**config.mk**
```make
export PLATFORM = sky130hd
export DESIGN_NAME = oc8051_su_gate
export DESIGN_NICKNAME = d
export VERILOG_FILES = /design/src/rtl/oc8051_su_gate_pkg.sv /design/src/rtl/oc8051_su_bitstack.sv /design/src/rtl/oc8051_su_gate.sv
export SDC_FILE = /design/constraint.sdc
export NUM_CORES = 1
export LEC_CHECK = 0
export BUFFER_PORTS_ARGS = -buffer_cell sky130_fd_sc_hd__clkbuf_2
export CAP_MARGIN = 0
export CORE_MARGIN = 4
export CORE_UTILIZATION = 45
export CTS_CLUSTER_SIZE = 20
export DETAILED_ROUTE_END_ITERATION = 16
export PLACE_DENSITY = 0.65
export SLEW_MARGIN = 5
export SYNTH_ARGS = -nofsm -noshare
export SYNTH_HDL_FRONTEND = slang
export SYNTH_SLANG_ARGS = --single-unit
```
**constraint.sdc**
```tcl
create_clock -name clk -period 10.25 [get_ports clk]
set_input_delay 1.5375 -clock clk [delete_from_list [all_inputs] [get_ports clk]]
set_output_delay 1.5375 -clock clk [all_outputs]
set_load 0.02 [all_outputs]
```
**src/rtl/oc8051_su_gate_pkg.sv**
```systemverilog
// Shared constants for the supervisor-entry gate: default gate geometry, fault codes, gate decode helper.
// Fault-code width follows OC8051_SU_GATE_ALIGN_CHK_EN (3 bits when defined, 2 otherwise).
package oc8051_su_gate_pkg;

  localparam logic [15:0] OC8051_SUG_GATE_BASE        = 16'hF000;
  localparam int          OC8051_SUG_GATE_COUNT       = 16;
  localparam int          OC8051_SUG_GATE_STRIDE_LOG2 = 3;
  localparam int          OC8051_SUG_DEPTH            = 32;

`ifdef OC8051_SU_GATE_ALIGN_CHK_EN
  localparam int FAULT_W = 3;
`else
  localparam int FAULT_W = 2;
`endif

  typedef logic [FAULT_W-1:0] fault_code_t;

  localparam fault_code_t OC8051_SUG_F_NONE  = FAULT_W'(0);
  localparam fault_code_t OC8051_SUG_F_OVF   = FAULT_W'(1);
  localparam fault_code_t OC8051_SUG_F_UNF   = FAULT_W'(2);
  localparam fault_code_t OC8051_SUG_F_BOTH  = FAULT_W'(3);
`ifdef OC8051_SU_GATE_ALIGN_CHK_EN
  localparam fault_code_t OC8051_SUG_F_ALIGN = FAULT_W'(4);
`endif

  // Returns {in_region, aligned}; region end is formed at 17 bits so a region touching 16'hFFFF cannot wrap.
  function automatic logic [1:0] sug_decode(input logic [15:0] target, input logic [15:0] base,
                                            input int count, input int stride_log2);
    logic [16:0] region_end;
    logic [15:0] mask;
    region_end = {1'b0, base} + (17'(count) << stride_log2);
    mask       = 16'((17'd1 << stride_log2) - 17'd1);
    return {(({1'b0, target} >= {1'b0, base}) && ({1'b0, target} < region_end)),
            ((target & mask) == 16'd0)};
  endfunction

endpackage

```
**src/rtl/oc8051_su_bitstack.sv**
```systemverilog
// One-bit-per-frame LIFO recording whether each open call frame entered supervisor mode.
module oc8051_su_bitstack
  import oc8051_su_gate_pkg::*;
#(
  parameter int DEPTH = OC8051_SUG_DEPTH
) (
  input  logic       clk,
  input  logic       rst,
  input  logic       push,
  input  logic       pop,
  input  logic       push_bit,
  output logic       top_bit,
  output logic [6:0] level,
  output logic       full,
  output logic       empty
);

  localparam int AW = (DEPTH > 1) ? $clog2(DEPTH) : 1;

  logic [(1<<AW)-1:0] bits_r;
  logic [AW-1:0]      top_idx;

  assign full    = (level == 7'(DEPTH));
  assign empty   = (level == 7'd0);
  assign top_idx = level[AW-1:0] - AW'(1);
  assign top_bit = empty ? 1'b0 : bits_r[top_idx];

  // Stack storage and fill level; push wins only when not full, pop only when not empty.
  always_ff @(posedge clk or posedge rst) begin
    if (rst) begin
      bits_r <= '0;
      level  <= 7'd0;
    end else if (push && !full) begin
      bits_r[level[AW-1:0]] <= push_bit;
      level                 <= level + 7'd1;
    end else if (pop && !empty) begin
      level <= level - 7'd1;
    end
  end

endmodule

```
**src/rtl/oc8051_su_gate.sv**
```systemverilog
// Privilege-entry gate: turns retired gate calls/returns into enter/leave pulses and tracks sticky faults.
// Build option OC8051_SU_GATE_ALIGN_CHK_EN flags in-region misaligned calls as fault code 4.
module oc8051_su_gate
  import oc8051_su_gate_pkg::*;
#(
  parameter logic [15:0] GATE_BASE        = OC8051_SUG_GATE_BASE,
  parameter int          GATE_COUNT       = OC8051_SUG_GATE_COUNT,
  parameter int          GATE_STRIDE_LOG2 = OC8051_SUG_GATE_STRIDE_LOG2,
  parameter int          DEPTH            = OC8051_SUG_DEPTH
) (
  input  logic               clk,
  input  logic               rst,
  input  logic               instr_valid,
  input  logic               is_call,
  input  logic               is_ret,
  input  logic [15:0]        call_target,
  output logic               enter_su_mode,
  output logic               leave_su_mode,
  output logic [6:0]         su_depth,
  output logic [6:0]         stack_level,
  output logic               gate_fault,
  output logic [FAULT_W-1:0] fault_code
);

  logic        in_region, aligned, gate_hit;
  logic        call_ev, ret_ev, both_ev;
  logic        push, pop, full, empty, top_bit;
  fault_code_t new_fault;

  assign {in_region, aligned} = sug_decode(call_target, GATE_BASE, GATE_COUNT, GATE_STRIDE_LOG2);
  assign gate_hit = in_region & aligned;

  assign call_ev = instr_valid & is_call & ~is_ret;
  assign ret_ev  = instr_valid & is_ret & ~is_call;
  assign both_ev = instr_valid & is_call & is_ret;
  assign push    = call_ev & ~full;
  assign pop     = ret_ev & ~empty;

  oc8051_su_bitstack #(.DEPTH(DEPTH)) u_stack (
    .clk     (clk),
    .rst     (rst),
    .push    (push),
    .pop     (pop),
    .push_bit(gate_hit),
    .top_bit (top_bit),
    .level   (stack_level),
    .full    (full),
    .empty   (empty)
  );

  // Classify this cycle's fault cause, if any.
  always_comb begin
    new_fault = OC8051_SUG_F_NONE;
    if (call_ev && full) begin
      new_fault = OC8051_SUG_F_OVF;
    end else if (ret_ev && empty) begin
      new_fault = OC8051_SUG_F_UNF;
    end else if (both_ev) begin
      new_fault = OC8051_SUG_F_BOTH;
`ifdef OC8051_SU_GATE_ALIGN_CHK_EN
    end else if (push && in_region && !aligned) begin
      new_fault = OC8051_SUG_F_ALIGN;
`endif
    end else begin
      new_fault = OC8051_SUG_F_NONE;
    end
  end

  // Registered privilege pulses, gate-frame depth and sticky first-fault capture.
  always_ff @(posedge clk or posedge rst) begin
    if (rst) begin
      enter_su_mode <= 1'b0;
      leave_su_mode <= 1'b0;
      su_depth      <= 7'd0;
      gate_fault    <= 1'b0;
      fault_code    <= OC8051_SUG_F_NONE;
    end else begin
      enter_su_mode <= push & gate_hit;
      leave_su_mode <= pop & top_bit;
      if (push && gate_hit) begin
        su_depth <= su_depth + 7'd1;
      end else if (pop && top_bit) begin
        su_depth <= su_depth - 7'd1;
      end
      if (new_fault != OC8051_SUG_F_NONE) begin
        gate_fault <= 1'b1;
        if (!gate_fault) begin
          fault_code <= new_fault;
        end
      end
    end
  end

endmodule

```
==> impl_metrics.csv, run 1 <==
group,metric,value,unit
outcome,status,"completed",
floorplanning,coreArea,0.006832,sq mm
route,first_pass_iters,4,
sta,hold_viol_final,0,
route,post_drt_via_cell_ratio,5.377,
pwr,p_leak,0.001692,uW
place,dpl.hpwl,4234,microns
clock_tree,postCtsResizedCells,0,
place,placed_cell_area,0.003412,sq mm
final_layout,nNetsFinal,363,
synth,postSynthCellCount,296,
pwr,p_per_area,243.7,mW/mm^2
synth,yosysWarnings,0,
pwr,intPower,499.6,uW
critical_path,critical-path-max-stage-delay,0.67,ns
final_layout,fillers,642,
global_routing,grt_pass1_vias,2279,
critical_path,slowest_stage,"or4b_2",
pwr,peakVddDrop,0.06781,mV
place,finalWeightedCongestion,0.7775,
synth,synth_edf_count,0,
pwr,p_sw,365.2,uW
critical_path,rr_worst_depth,14,
clock_tree,cts_made_buffers,5,
floorplanning,initial_core_util,0.4636,
synth,synth-seq-area-share,0.4030,
synth,ys_ff_latch,51,
clock_tree,cts_tree,"built",
sta,max_freq,215.0,MHz
sta,relSlewSlack,0.2781,
final_layout,regArea,0.001276,sq mm
critical_path,worstSetupStartpointType,"input port",
final_layout,final_area,0.003548,sq mm
clock_tree,insertion_delay,0.31,ns
critical_path,arrival,4.85,ns
sta,clock_skew,0.005307,ns
final_layout,multi_input_area,0.001777,sq mm
clock_tree,holdBufCountCts,0,
final_layout,final_cell_mix,"dfrtp_1 (51), nand2_1 (46), mux2_2 (38)",
pwr,p_comb_frac,0.478,
synth,synth_ff_type,"dfrtp_1",
pwr,p_clk_frac,0.195,
route,drt-initial-drc-count,148,
synth,yosysUniqueCellTypes,48,
final_layout,synthToLayoutAreaGrowth,12.05,%
hold_path,min_path_type,"reg -> reg",
route,drc,0,
route,postRouteAntennaNets,0,
synth,async_flop_share,1.000,
critical_path,cp.required,10.45,ns
global_routing,grt_max_degree,52,
route,num_vias,2269,
clock_tree,ctsLongestPathBuffers,2,
clock_tree,clock_sinks,51,
hold_path,hold_end,"su_depth[6]",
synth,synth_nets,334,
critical_path,ff2ff_setup_slack,6.42,ns
sta,finalSetupViolations,0,
final_layout,final_common_cell,"dfrtp_1",
place,post-place-ws,5.250,ns
pwr,swShare,0.4223,
global_routing,grt_pass1_wl,11050,microns
route,drt_wl_total,6342,microns
floorplanning,die_w,91.89,microns
global_routing,antenna_found_initial,0,
floorplanning,die_y,91.89,microns
final_layout,final_core_util,0.5194,
flow_run,drv_cap,0,
final_layout,n_antenna_cell,0,
critical_path,r2r-start,"u_stack.level[0]",
sta,fin_setup_tns,0,ns
sta,layout_min_cycle_time,4.652,ns
route,wl_per_cell,15.03,microns
hold_path,min_from,"su_depth[6]",
critical_path,crit_fanout,34,
synth,synth_area_leaders,"dfrtp_1 (40%), mux2_2 (14%), ha_1 (5.9%), nand2_1 (5.5%), mux4_1 (3.3%)",
critical_path,path_class,"in -> reg",
critical_path,r2r-end,"su_depth[6]",
global_routing,overflow,0,
global_routing,grtUsageTotal,0.1620,
critical_path,cp-end-kind,"register",
sta,final.setup.worst_slack,5.598,ns
clock_tree,cts_root_buf,"clkbuf_8",
sta,tightestPinTransition,1.081,ns
synth,syn_avg_cell_area,10.70,sq um
clock_tree,post_cts_buffers,0,
critical_path,cp_cell_sequence,"clkbuf_2 > or4b_2 > nor3_2 > buf_4 > nand2_1 > fa_1 > a211oi_1 > o21bai_1 > a221oi_1 > o2111a_1 > a311oi_1 > xnor2_1",
floorplanning,ioPinCount,40,
synth,yosysTopAreaCell,"dfrtp_1",
sta,slew_viol_final,0,
place,numPortBuffers,35,
floorplanning,rows,30,
hold_path,hold_depth,1,
clock_tree,cts.clk_slew.worst_paths,0.09,ns
final_layout,drive_gt1_frac,0.2975,
sta,fin_crit_sh,0.4539,
synth,synthesis.area,0.003167,sq mm
clock_tree,htreeDepth,2,
pwr,seq_power_share,0.328,
floorplanning,dieArea,0.008444,sq mm
sta,rsz0062_at_grt,"false",
synth,synth_top_cell_area_share,0.4030,
critical path, delay by kind of cell:
family	cells	cell delay (ns)
buf+inv	2	0.39
xor+xnor	1	0.15
fa+ha+maj	1	0.52
compound gates	5	1.07
simple gates	3	1.18
Yosys cell counts, types with 2 or more instances:
master and n:
ha_1 15, nor2_1 12, xor2_1 5, xnor2_1 8, nand2b_1 3, a311oi_1 3
mux4_1 4, nand2_1 46, o311ai_0 2, o21ai_0 9, o22ai_1 4, mux2_2 38
a21o_1 6, clkbuf_1 12, and2_1 4, a211oi_1 3, mux2_4 2, nor3_2 2
nor3b_1 2, a21oi_1 13, nor2b_1 4, inv_1 11, and3_1 2, dfrtp_1 51
mux2i_1 5, o2111a_1 2, o32ai_1 2, o21bai_1 4, mux4_2 2, fa_1 2
per-layer routing:
layer	wire length (microns)	track usage	vias up
li1	-	-	1114
met1	3006	0.2135	1116
met2	3058	0.2676	29
met3	181	0.03199	10
met4	95	0.05322	0
met5	0	0	-
logic make-up after synthesis:
family                   Yosys count  share of synthesized area
buffers and inverters             27                    0.03595
flip-flops                        51                     0.4030
multiplexers                      51                     0.2078
AND/OR/NAND/NOR                   84                     0.1268
XOR/XNOR                          13                    0.03595
AO/OA/AOI/OAI                     53                     0.1185
adder cells (fa/ha/maj)           17                    0.07191
stage by stage:
step | instances | total power (uW) | hold slack, ns
3_5_place_dp | 414 | 700.9 | 0.4681
4_1_cts | 422 | 871.7 | 0.4811
3_3_place_gp | 414 | 692.7 | 0.4669
6_report | 422 | 864.8 | 0.4742
5_1_grt | 422 | 934.5 | 0.4991
2_1_floorplan | 296 | 603.3 | 0.4703
worst max path at each step:
stage | depth (start not counted) | end | slack [ns] | from
2_1_floorplan | 10 | su_depth[6] | 5.79 | call_target[1]
3_3_place_gp | 12 | su_depth[6] | 5.25 | call_target[1]
3_5_place_dp | 12 | su_depth[6] | 5.25 | call_target[1]
4_1_cts | 12 | su_depth[6] | 5.57 | call_target[1]
5_1_grt | 12 | su_depth[6] | 5.35 | call_target[1]
6_report | 12 | su_depth[6] | 5.60 | call_target[1]
final cells by class:
type / count / area share
clock buffer: 5 / 0.01939
clock inverter: 3 / 0.01904
inverter: 11 / 0.01164
multi-input combinational: 218 / 0.5007
sequential: 51 / 0.3597
tap: 96 / 0.03385
timing repair buffer: 38 / 0.05571
power by group through the flow:
stage	clock [uW]	sequential, uW	combinational [uW]
detailed placement	0	288	413
floorplan	0	302	301
finish	168	283	413
global placement	0	287	406
global route	182	293	460
CTS	172	284	415
registers in the layout, indices dropped and copies added, names as in the netlist:
| signal | count |
|---|---|
| gate_fault | 1 |
| fault_code | 2 |
| enter_su_mode | 1 |
| u_stack.level | 7 |
| leave_su_mode | 1 |
| u_stack.bits_r | 32 |
| su_depth | 7 |
(Power assumes the default switching activity.)
==> inputs of run 2 (changes only) <==
PLACE_DENSITY = 0.67   (was 0.65)
clock period = 4.1 ns   (was 10.25 ns; I/O delays follow)
==> run 2 against run 1 <==
Total power is 150% higher. Critical endpoint is now u_stack.level[6]. Via count is 0.93% higher. Sequential power is 130% higher. Final area is 0.32% higher. Flip-flop and latch count stayed put. Utilization is 0.16 points higher. Non-clock buffer count is 4 higher. Final cell count is 0.95% higher. Hold slack better by 0.012 ns. Clock-buffer cell count is 1 higher.
==> impl_metrics.csv, run 2 (synthesized netlist as in run 1, its figures left out) <==
group,metric,value,unit
outcome,status,"completed",
critical_path,r2r-end,"u_stack.level[6]",
final_layout,nNetsFinal,367,
sta,max_freq,303.9,MHz
global_routing,grt_max_degree,52,
floorplanning,coreArea,0.006832,sq mm
final_layout,final_cells,426,
sta,relSlewSlack,0.2890,
global_routing,antenna_found_initial,0,
floorplanning,rows,30,
critical_path,worstSetupStartpointType,"register",
sta,slew_viol_final,0,
critical_path,cp_top_family,"compound AO/OA/AOI/OAI gates",
global_routing,grt_pass1_vias,2294,
clock_tree,cts_root_buf,"clkbuf_8",
clock_tree,cts_tree,"built",
global_routing,grt_pass1_wl,11100,microns
critical_path,crit_top_cell,"a21oi_1",
route,first_pass_iters,4,
sta,layout_min_cycle_time,3.290,ns
floorplanning,dieArea,0.008444,sq mm
floorplanning,die_y,91.89,microns
place,dp.cells,418,
floorplanning,ioPinCount,40,
global_routing,grtUsageTotal,0.1600,
route,drt-initial-drc-count,94,
place,placed_cell_area,0.003442,sq mm
final_layout,synthToLayoutAreaGrowth,12.41,%
sta,fin_setup_tns,0,ns
global_routing,busiest_layer,"met2",
sta,hold_viol_final,0,
place,numPortBuffers,35,
route,wl_per_cell,14.99,microns
pwr,peakVddDrop,0.2295,mV
critical_path,crit_buf_inv,2,
route,postRouteAntennaNets,0,
hold_path,hold_depth,1,
hold_path,hold_end,"su_depth[6]",
critical_path,slowest_stage,"nor3_2",
clock_tree,cts_made_buffers,5,
critical_path,rr_worst_depth,11,
critical_path,worst-path-stages,11,
floorplanning,initial_core_util,0.4636,
route,num_vias,2290,
final_layout,final_cell_mix,"dfrtp_1 (51), nand2_1 (46), mux2_2 (38)",
route,drt_wl_total,6387,microns
pwr,p_leak,0.001708,uW
clock_tree,post_cts_buffers,0,
place,finalWeightedCongestion,0.8145,
final_layout,final_common_cell,"dfrtp_1",
clock_tree,insertion_delay,0.30,ns
global_routing,use_met1,0.2122,
route,drc,0,
place,post-place-ws,0.5544,ns
global_routing,met2_usage,0.2749,
global_routing,overflow,0,
sta,fin_crit_sh,0.8026,
critical_path,critical-path-max-stage-delay,0.60,ns
final_layout,reg_top3,"u_stack.bits_r: 32 flops, su_depth: 7 flops, u_stack.level: 7 flops",
sta,finalSetupViolations,0,
clock_tree,htreeDepth,2,
sta,rsz0062_at_grt,"false",
sta,clock_skew,0.006070,ns
critical_path,r2r-start,"u_stack.level[4]",
critical_path,ff2ff_setup_slack,0.81,ns
final_layout,top_register,"u_stack.bits_r",
clock_tree,clock_sinks,51,
place,dpl.hpwl,4416,microns
sta,hold_ws,0.4864,ns
clock_tree,ctsLongestPathBuffers,2,
floorplanning,die_w,91.89,microns
clock_tree,cts.clk_slew.worst_paths,0.09,ns
final_layout,drive_gt1_frac,0.3061,
route,post_drt_via_cell_ratio,5.376,
critical_path,arrival,3.52,ns
pwr,p_per_area,601.2,mW/mm^2
critical_path,cp-end-kind,"register",
final_layout,largest_reg_flops,32,
hold_path,min_from,"su_depth[6]",
final_layout,n_antenna_cell,0,
hold_path,min_path_type,"reg -> reg",
sta,final.setup.worst_slack,0.8095,ns
global_routing,grt_use_met3,0.02953,
critical_path,crit_fanout,11,
clock_tree,holdBufCountCts,0,
final_layout,fillers,619,
critical_path,cp_cell_sequence,"nor3_2 > a311oi_1 > buf_4 > inv_1 > ha_1 > a21o_1 > a21oi_1 > o21bai_1 > a21oi_1 > mux2i_1 > xnor2_1",
clock_tree,postCtsResizedCells,0,
critical_path,cp.required,4.33,ns
final_layout,final_area,0.003560,sq mm
sta,tightestPinTransition,1.065,ns
flow_run,drv_cap,0,
critical_path,path_class,"reg -> reg",
run 2: cell types whose count changed in the layout (fill, tap and decap cells not counted):
cell / delta
clkinv_2: +1
bufinv_16: -1
clkinvlp_4: -1
buf_4: +4
clkbuf_8: +1
run 2: power breakdown:
group	total, uW	switching, uW	internal (uW)
logic	1110	662	453
registers	659	83.3	575
clock network	367	169	198
run 2: metrics by stage:
step                total power (uW)    util
finish                          2140  0.5211
global route                    2318  0.5211
CTS                             2154  0.5211
detailed placement              1779  0.5038
global placement                1763  0.5038
floorplan                       1508       -
run 2: how the worst max path moves through the flow:
stage                       endpoint             start
finish              u_stack.level[6]  u_stack.level[4]
global route        u_stack.level[6]  u_stack.level[4]
CTS                 u_stack.level[6]  u_stack.level[4]
detailed placement       su_depth[6]    call_target[1]
global placement         su_depth[6]    call_target[1]
floorplan                su_depth[6]  u_stack.level[0]
run 2: layer usage:
metal | vias up | wire length [microns] | share of wire
met1 | 1133 | 2965 | 0.46
li1 | 1119 | - | -
met3 | 6 | 189 | 0.030
met4 | 0 | 51 | 0.0080
met5 | - | 0 | 0
met2 | 32 | 3180 | 0.50
run 2: layout make-up:
type | count | area, sq um | share of cell area
clock buffers | 6 | 82.58 | 0.02320
repair buffers | 42 | 227.7 | 0.06397
clock inverters | 2 | 35.03 | 0.009842
multi-input cells | 218 | 1777 | 0.4991
flip-flops and latches | 51 | 1276 | 0.3585
well taps | 96 | 120.1 | 0.03374
inverters | 11 | 41.29 | 0.01160
